--- src/rtl/sif_address_rx.sv ---
// Receive end of the SIF addressing link: synchronizes the serial clock/data,
// shifts in a 12-bit {tx_add_1, tx_add_2, rx_add} frame LSB-first, validates
// it and drives registered addresses plus one-hot selects to the switch matrix.
module sif_address_rx #(
  parameter int SYNC_STAGES = 2,
  parameter int TIMEOUT_CYC = 64
) (
  input  logic        clk_i,
  input  logic        rst_ni,
  input  logic        spi_clk_i,
  input  logic        spi_data_i,
  input  logic        mode_i,
  output logic [3:0]  tx_add_1_o,
  output logic [3:0]  tx_add_2_o,
  output logic [3:0]  rx_add_o,
  output logic [15:0] tx_sel_o,
  output logic [15:0] rx_sel_o,
  output logic        valid_o,
  output logic        err_o,
  output logic        busy_o
);

  localparam int TW = (TIMEOUT_CYC > 1) ? $clog2(TIMEOUT_CYC) : 1;
  localparam logic [TW-1:0] TMAX = TW'(TIMEOUT_CYC - 1);

  typedef enum logic [1:0] {IDLE, RECV, CHECK} state_t;

  state_t                 state_q, state_d;
  logic [SYNC_STAGES-1:0] clk_sync_p0, data_sync_p0;
  logic                   clk_prev_p1;
  logic                   clk_s, data_s, spi_edge;

  logic [11:0]   sreg_q, sreg_d;
  logic [3:0]    count_q, count_d;
  logic [TW-1:0] timer_q, timer_d;
  logic [3:0]    tx1_q, tx1_d, tx2_q, tx2_d, rx_q, rx_d;
  logic [15:0]   tx_sel_q, tx_sel_d, rx_sel_q, rx_sel_d;
  logic          valid_q, valid_d, err_q, err_d;

  // Address to one-hot switch select.
  function automatic logic [15:0] onehot(input logic [3:0] a);
    onehot = 16'h0001 << a;
  endfunction

  // Matched synchronizer chains for clock and data, plus the edge-detect flop.
  always_ff @(posedge clk_i or negedge rst_ni) begin
    if (!rst_ni) begin
      clk_sync_p0  <= '0;
      data_sync_p0 <= '0;
      clk_prev_p1  <= 1'b0;
    end else begin
      clk_sync_p0[0]  <= spi_clk_i;
      data_sync_p0[0] <= spi_data_i;
      for (int i = 1; i < SYNC_STAGES; i++) begin
        clk_sync_p0[i]  <= clk_sync_p0[i-1];
        data_sync_p0[i] <= data_sync_p0[i-1];
      end
      clk_prev_p1 <= clk_s;
    end
  end

  assign clk_s    = clk_sync_p0[SYNC_STAGES-1];
  assign data_s   = data_sync_p0[SYNC_STAGES-1];
  assign spi_edge = clk_s & ~clk_prev_p1;

  // --- stage p1: frame state, shift register and registered outputs ---
  // State, datapath and output registers.
  always_ff @(posedge clk_i or negedge rst_ni) begin
    if (!rst_ni) begin
      state_q  <= IDLE;
      sreg_q   <= '0;
      count_q  <= '0;
      timer_q  <= '0;
      tx1_q    <= '0;
      tx2_q    <= '0;
      rx_q     <= '0;
      tx_sel_q <= '0;
      rx_sel_q <= '0;
      valid_q  <= 1'b0;
      err_q    <= 1'b0;
    end else begin
      state_q  <= state_d;
      sreg_q   <= sreg_d;
      count_q  <= count_d;
      timer_q  <= timer_d;
      tx1_q    <= tx1_d;
      tx2_q    <= tx2_d;
      rx_q     <= rx_d;
      tx_sel_q <= tx_sel_d;
      rx_sel_q <= rx_sel_d;
      valid_q  <= valid_d;
      err_q    <= err_d;
    end
  end

  // Next-state logic: receive bits, time out stalled frames, validate in CHECK.
  always_comb begin
    state_d  = state_q;
    sreg_d   = sreg_q;
    count_d  = count_q;
    timer_d  = timer_q;
    tx1_d    = tx1_q;
    tx2_d    = tx2_q;
    rx_d     = rx_q;
    tx_sel_d = tx_sel_q;
    rx_sel_d = rx_sel_q;
    valid_d  = 1'b0;
    err_d    = 1'b0;
    case (state_q)
      IDLE: begin
        count_d = '0;
        timer_d = '0;
        if (spi_edge) begin
          sreg_d  = {data_s, sreg_q[11:1]};
          count_d = 4'd1;
          state_d = RECV;
        end
      end
      RECV: begin
        if (spi_edge) begin
          sreg_d  = {data_s, sreg_q[11:1]};
          count_d = count_q + 4'd1;
          timer_d = '0;
          if (count_q == 4'd11) state_d = CHECK;
        end else if (timer_q == TMAX) begin
          // Stalled transmitter: drop the partial frame.
          err_d   = 1'b1;
          sreg_d  = '0;
          count_d = '0;
          timer_d = '0;
          state_d = IDLE;
        end else begin
          timer_d = timer_q + 1'b1;
        end
      end
      CHECK: begin
        count_d = '0;
        timer_d = '0;
        state_d = IDLE;
        // Two identical tx addresses are only meaningful for continuity.
        if ((sreg_q[11:8] == sreg_q[7:4]) && !mode_i) begin
          err_d = 1'b1;
        end else begin
          tx1_d    = sreg_q[11:8];
          tx2_d    = sreg_q[7:4];
          rx_d     = sreg_q[3:0];
          tx_sel_d = onehot(sreg_q[11:8]) | onehot(sreg_q[7:4]);
          rx_sel_d = onehot(sreg_q[3:0]);
          valid_d  = 1'b1;
        end
      end
      default: state_d = IDLE;
    endcase
  end

  assign tx_add_1_o = tx1_q;
  assign tx_add_2_o = tx2_q;
  assign rx_add_o   = rx_q;
  assign tx_sel_o   = tx_sel_q;
  assign rx_sel_o   = rx_sel_q;
  assign valid_o    = valid_q;
  assign err_o      = err_q;
  assign busy_o     = (state_q != IDLE);

endmodule
--- config.mk ---
export PLATFORM = sky130hd
export DESIGN_NAME = sif_address_rx
export DESIGN_NICKNAME = d
export VERILOG_FILES = /design/src/rtl/sif_address_rx.sv
export SDC_FILE = /design/constraint.sdc
export NUM_CORES = 1
export LEC_CHECK = 0
export ABC_AREA = 0
export BUFFER_PORTS_ARGS = -buffer_cell sky130_fd_sc_hd__buf_4
export CAP_MARGIN = 40
export CORE_UTILIZATION = 35
export DETAILED_ROUTE_END_ITERATION = 8
export PLACE_DENSITY = 0.57
export SYNTH_ARGS = -nofsm -noshare
export SYNTH_HDL_FRONTEND = slang
export SYNTH_SLANG_ARGS = --single-unit
export TNS_END_PERCENT = 10
--- constraint.sdc ---
create_clock -name clk_i -period 2.95 [get_ports clk_i]
set_input_delay 0.1475 -clock clk_i [delete_from_list [all_inputs] [get_ports clk_i]]
set_output_delay 0.1475 -clock clk_i [all_outputs]
set_load 0.03 [all_outputs]
=== Yosys cells after proc, flatten, opt, wreduce, memory -nomap -nowiden ===
Index checks and enable logic that the tools add are counted.

* Register bits after elaboration: 75
* Output and inout port bits: 47
* Word-level logic and storage cells: 65
* Bits of input ports: 5

* Muxes and demuxes: 22
* Reduce and logical (&&, ||, !) cells: 12
* Bitwise gates (word level): 4
* Add/subtract/negate cells: 2
* Eq/ne operators: 8
* Shift-type cells: 3

{| class="wikitable"
|+ Operators by type and width
! kind !! number
|-
| << shifter 1 x 4 -> 16 bit, first input constant || 3
|-
| 2-to-1 mux 12 bit || 3
|-
| one-hot mux 12 bit (2 select lines) || 1
|-
| bitwise OR 16 bit || 1
|-
| 2-to-1 mux 6 bit || 2
|-
| one-hot mux 4 bit (3 select lines) || 1
|-
| one-hot mux 6 bit (2 select lines) || 1
|-
| 2-to-1 mux 2 bit || 4
|-
| 2-to-1 mux 4 bit || 2
|-
| adder 6 x 1 -> 6 bit, second input constant || 1
|-
| equality test 6 bit, second input constant || 1
|-
| 2-to-1 mux 1 bit || 6
|-
| inequality test 3 bit, second input constant || 2
|-
| AND reduction 3 bit || 2
|-
| nonzero test 2 bit || 3
|-
| adder 4 x 1 -> 4 bit, second input constant || 1
|-
| equality test 4 bit || 1
|-
| equality test 4 bit, second input constant || 1
|-
| one-hot mux 2 bit (2 select lines) || 1
|-
| AND reduction 2 bit || 2
|-
| nonzero test 3 bit || 1
|-
| equality test 2 x 1 -> 1 bit, second input constant || 1
|-
| equality test 2 bit, second input constant || 1
|-
| zero test 2 bit || 1
|-
| other kinds (7) || 8
|}

=== Logic depth before layout (Yosys ltp) ===
* Depth in word-level cells: 4
* Depth in mapped cells: 7
* Mapped depth without buffers: 6

=== Least setup slack after synthesis ===
No wires, ideal clock.

* Path type: register to register
* Start: register sreg_q[7]
* End: register rx_q[0] (netlist: rx_add_o[0])
* Slack: 1,110 ps
* Arrival: 1,715 ps
* Required time: 2,825 ps
* Path buffers: 2
* Stages on the path, launching flop included: 7
* Library setup time: 125 ps
* Period minus slack after synthesis: 1,840 ps
* Path through: dfrtp_1 -> buf_2 -> nor2b_1 -> a2111oi_4 -> a31oi_2 -> buf_6 -> mux2_4

* Word-level cells in the longest chain between the ends: 4

{| class="wikitable"
|+ Ends and longest elaborated chain
! item !! RTL line !! source
|-
| start: declaration || 33 || <nowiki>logic [11:0] sreg_q, sreg_d;</nowiki>
|-
| start signal: assignment || 83 || <nowiki>sreg_q <= sreg_d;</nowiki>
|-
| equality test 4 bit || 141 || <nowiki>if ((sreg_q[11:8] == sreg_q[7:4]) && !mode_i) begin</nowiki>
|-
| logical AND 1 bit || 141 ||
|-
| NOT 1 bit (no source line) || -- ||
|-
| AND reduction 2 bit (no source line) || -- ||
|-
| end signal: assignment || 88 || <nowiki>rx_q <= rx_d;</nowiki>
|-
| end: declaration || 36 || <nowiki>logic [3:0] tx1_q, tx1_d, tx2_q, tx2_d, rx_q, rx_d;</nowiki>
|}

No other way between the ends.
A chain may end at the register's enable or synchronous reset.

=== Final worst setup path ===
* Start: register sreg_q[8]
* End: register rx_sel_q[7] (netlist: rx_sel_o[7])

* Word-level cells in the longest chain between the ends: 4

{| class="wikitable"
|+ Ends and longest elaborated chain
! item !! RTL line !! source
|-
| equality test 4 bit || 141 ||
|-
| logical AND 1 bit || 141 ||
|-
| NOT 1 bit (no source line) || -- ||
|-
| AND reduction 2 bit (no source line) || -- ||
|-
| end signal: assignment || 90 || <nowiki>rx_sel_q <= rx_sel_d;</nowiki>
|-
| end: declaration || 37 || <nowiki>logic [15:0] tx_sel_q, tx_sel_d, rx_sel_q, rx_sel_d;</nowiki>
|}

No other way between the ends.

==> summary.txt <==
Syn Std Cell Area: 3600 sq um
core footprint: 9860 sq um
CTS sink cnt: 75
Synth warnings: 0
Max Fclk: 462 MHz
clk slew on worst S/H paths: 0.07 ns
worst relative slew slack: 61.7%
max incr delay on CP: 0.58 ns
largest net degree at the start of global routing: 56
PwrDens: 652 nW/um^2
Crit Path Category: reg2reg
root buf cell: clkbuf_8
critical path endpoint category: flip-flop
asr flop ratio synth: 100%
setup TNS: 0 ns
die height: 103 um
Synth area leaders: dfrtp_1 (52%), mux2_4 (16%), a22o_1 (5.6%)
CTS H-Tree Depth: 3
Yosys cell types: 42
Post-synth EDFFs: 0
syn nets: 299
Total GRT Usage: 14.9%
initial antenna violation count: 0
clock skew: 0.00501 ns
final RePlAce weighted congestion: 0.793
Arrival @ worst endpoint: 2.40 ns
Yosys top cell area share: 52.1%
Crit path required time: 3.18 ns
Final nets: 350
crit path cell chain: inv_1 > a222oi_1 > a31oi_4 > buf_4 > mux2_4
period utilization: 73.4%
worst hold path class: in2reg
worst-case clock buffer depth: 2
Mapped Cells: 288
Finished Layout Cells: 477
Die Area: 10700 sq um
max cap viols: 0
top cell family by delay on the critical path: compound AO/OA/AOI/OAI gates
IO Port Bufs: 51
final setup fails: 0
DIE WIDTH: 103 um
post-DR wirelength/cell: 15.1 um
total iterations of the first detailed-routing run: 4
ANT cells: 0
Via density: 4.87
gr ovfl total: 0
Tmin final: 2.17 ns
first-iteration detailed-routing DRC count: 98
outcome: finished clean
starting density of the core: 36.5%
Yosys top cell by area: dfrtp_1
Slew @ Worst Pin: 0.574 ns
Top FF cell, synth: dfrtp_1
synth cell count leaders: dfrtp_1 (75), mux2_4 (39), a22o_1 (23), nor2_1 (23)
Post-CTS Resized: 0
# rows: 36
CP Launch Type: flip-flop
Worst path slowest cell: dfrtp_1
layout cells sized above 1: 35.2%
WL met3: 297 um
WHS: 0.193 ns
vias post-DR: 2324
DP Wirelength: 4970 um
clk_lat worst skew: 0.35 ns
Seq/Total Area, Yosys: 52.1%
most common cell in the synthesized netlist: dfrtp_1
uppermost layer routed: met4
Final Hold Fails: 0
antenna-violating nets left: 0
Boundary Pins: 52
CP max FO: 28
Yosys reg bits: 75
Mean Syn Cell Area: 12.5 sq um
first-pass GRT wire length: 11900 um
number of global-route vias before repair: 2320
Routed WL: 7180 um
worst ir drop on vdd: 0.000243 V
DRC: 0
Post-Route M1 WL: 3630 um
DR WL met2: 3140 um
Placed Instances: 458
Pleak: 2.07 nW
Area Overhead vs Synth: 20.4%
WP buf/inv: 2
Final Max Slew Viols: 0
RSZ-0062 raised after global routing: false
total power: 0.00283 W
CTS Buf Count: 9
clock tree from TritonCTS: done
placed cells by master (no fill, tap or decap), drive strengths merged, types with 4 or more instances in the layout:
| master | n |
|---|---|
| o21ai | 4 |
| nor3 | 8 |
| nor2b | 8 |
| a22o | 23 |
| ha | 6 |
| nand3 | 12 |
| buf | 57 |
| nand2 | 11 |
| nand2b | 6 |
| nor2 | 23 |
| inv | 9 |
| xnor2 | 4 |
| clkbuf | 11 |
| dfrtp | 75 |
| mux2 | 44 |
| o31ai | 5 |
final cells by class:
| class | count | area [sq um] |
|---|---|---|
| multi-input combinational | 184 | 1590 |
| fill | 939 | 5530 |
| clock buffer | 11 | 141 |
| sequential | 75 | 1880 |
| inverter | 9 | 33.8 |
| timing repair buffer | 60 | 478 |
| clock inverter | 5 | 52.6 |
| tap | 133 | 166 |
cell families after synthesis:
| kind of cell | share of synthesized area, % |
|---|---|
| buffers and inverters | 4.07 |
| AOI/OAI and AO/OA | 11.2 |
| and+or+nand+nor | 11.5 |
| adders and majority gates | 2.08 |
| xor gates and xnor gates | 1.22 |
| muxes | 17.8 |
| DFF | 52.1 |
sequential cells by signal, summed over array words and instances (netlist names), 2 cells and up:
name and cells:
rx_add_o 4, clk_sync_p0 2, rx_sel_o 16, tx_sel_o 16
tx_add_1_o 4, state_q 2, data_sync_p0 2, tx_add_2_o 4
count_q 4, timer_q 6, sreg_q 12
worst paths after layout:
kind / startpoint / to / slack [ns] / cells after the start
hold reg to reg: clk_sync_p0[0]$_DFF_PN0_ / clk_sync_p0[1]$_DFF_PN0_ / 0.35 / 0
max in group asynchronous: rst_ni / rx_add_o[1]$_DFFE_PN0P_ / 2.18 / 3
setup reg to reg: sreg_q[8]$_DFFE_PN0P_ / rx_sel_o[7]$_DFFE_PN0P_ / 0.78 / 5
min in group asynchronous: rst_ni / data_sync_p0[1]$_DFF_PN0_ / 0.22 / 2
setup / recovery: sreg_q[8]$_DFFE_PN0P_ / rx_sel_o[7]$_DFFE_PN0P_ / 0.78 / 5
hold / removal: mode_i / err_o$_DFF_PN0_ / 0.19 / 4
report_power, final:
part	switching (W)	total, W	internal (W)
Clock	0.000371	0.000780	0.000410
Combinational	0.000385	0.000682	0.000298
Sequential	0.000241	0.00136	0.00112
what timing repair did:
item | 4_1_cts | 5_1_grt
setup endpoints to repair | 0 | 0
hold endpoints to repair | 22 | 0
buffers inserted | 0 | 0
hold buffers | 3 | 0
worst reg2reg max path, stage by stage, from the launching register on:
cell      delay, ns
dfrtp_1        0.58
inv_1          0.09
a222oi_1       0.58
a31oi_4        0.14
buf_4          0.31
mux2_4         0.37
metal layers:
layer / track usage, % / up-vias
met1: 21.2 / 1128
met4: 6.83 / 0
li1: - / 1139
met3: 3.76 / 11
met2: 21.2 / 46
met5: 0 / -
through the flow:
stage	worst slack, ns	util [%]	area (sq um)
floorplan	1.11	-	3600
global placement	0.891	41.4	4080
detailed placement	0.783	41.7	4110
CTS	0.775	43.9	4340
global route	0.653	43.9	4340
finish	0.784	43.9	4340
Note: power is estimated with default switching activity, not from simulation.
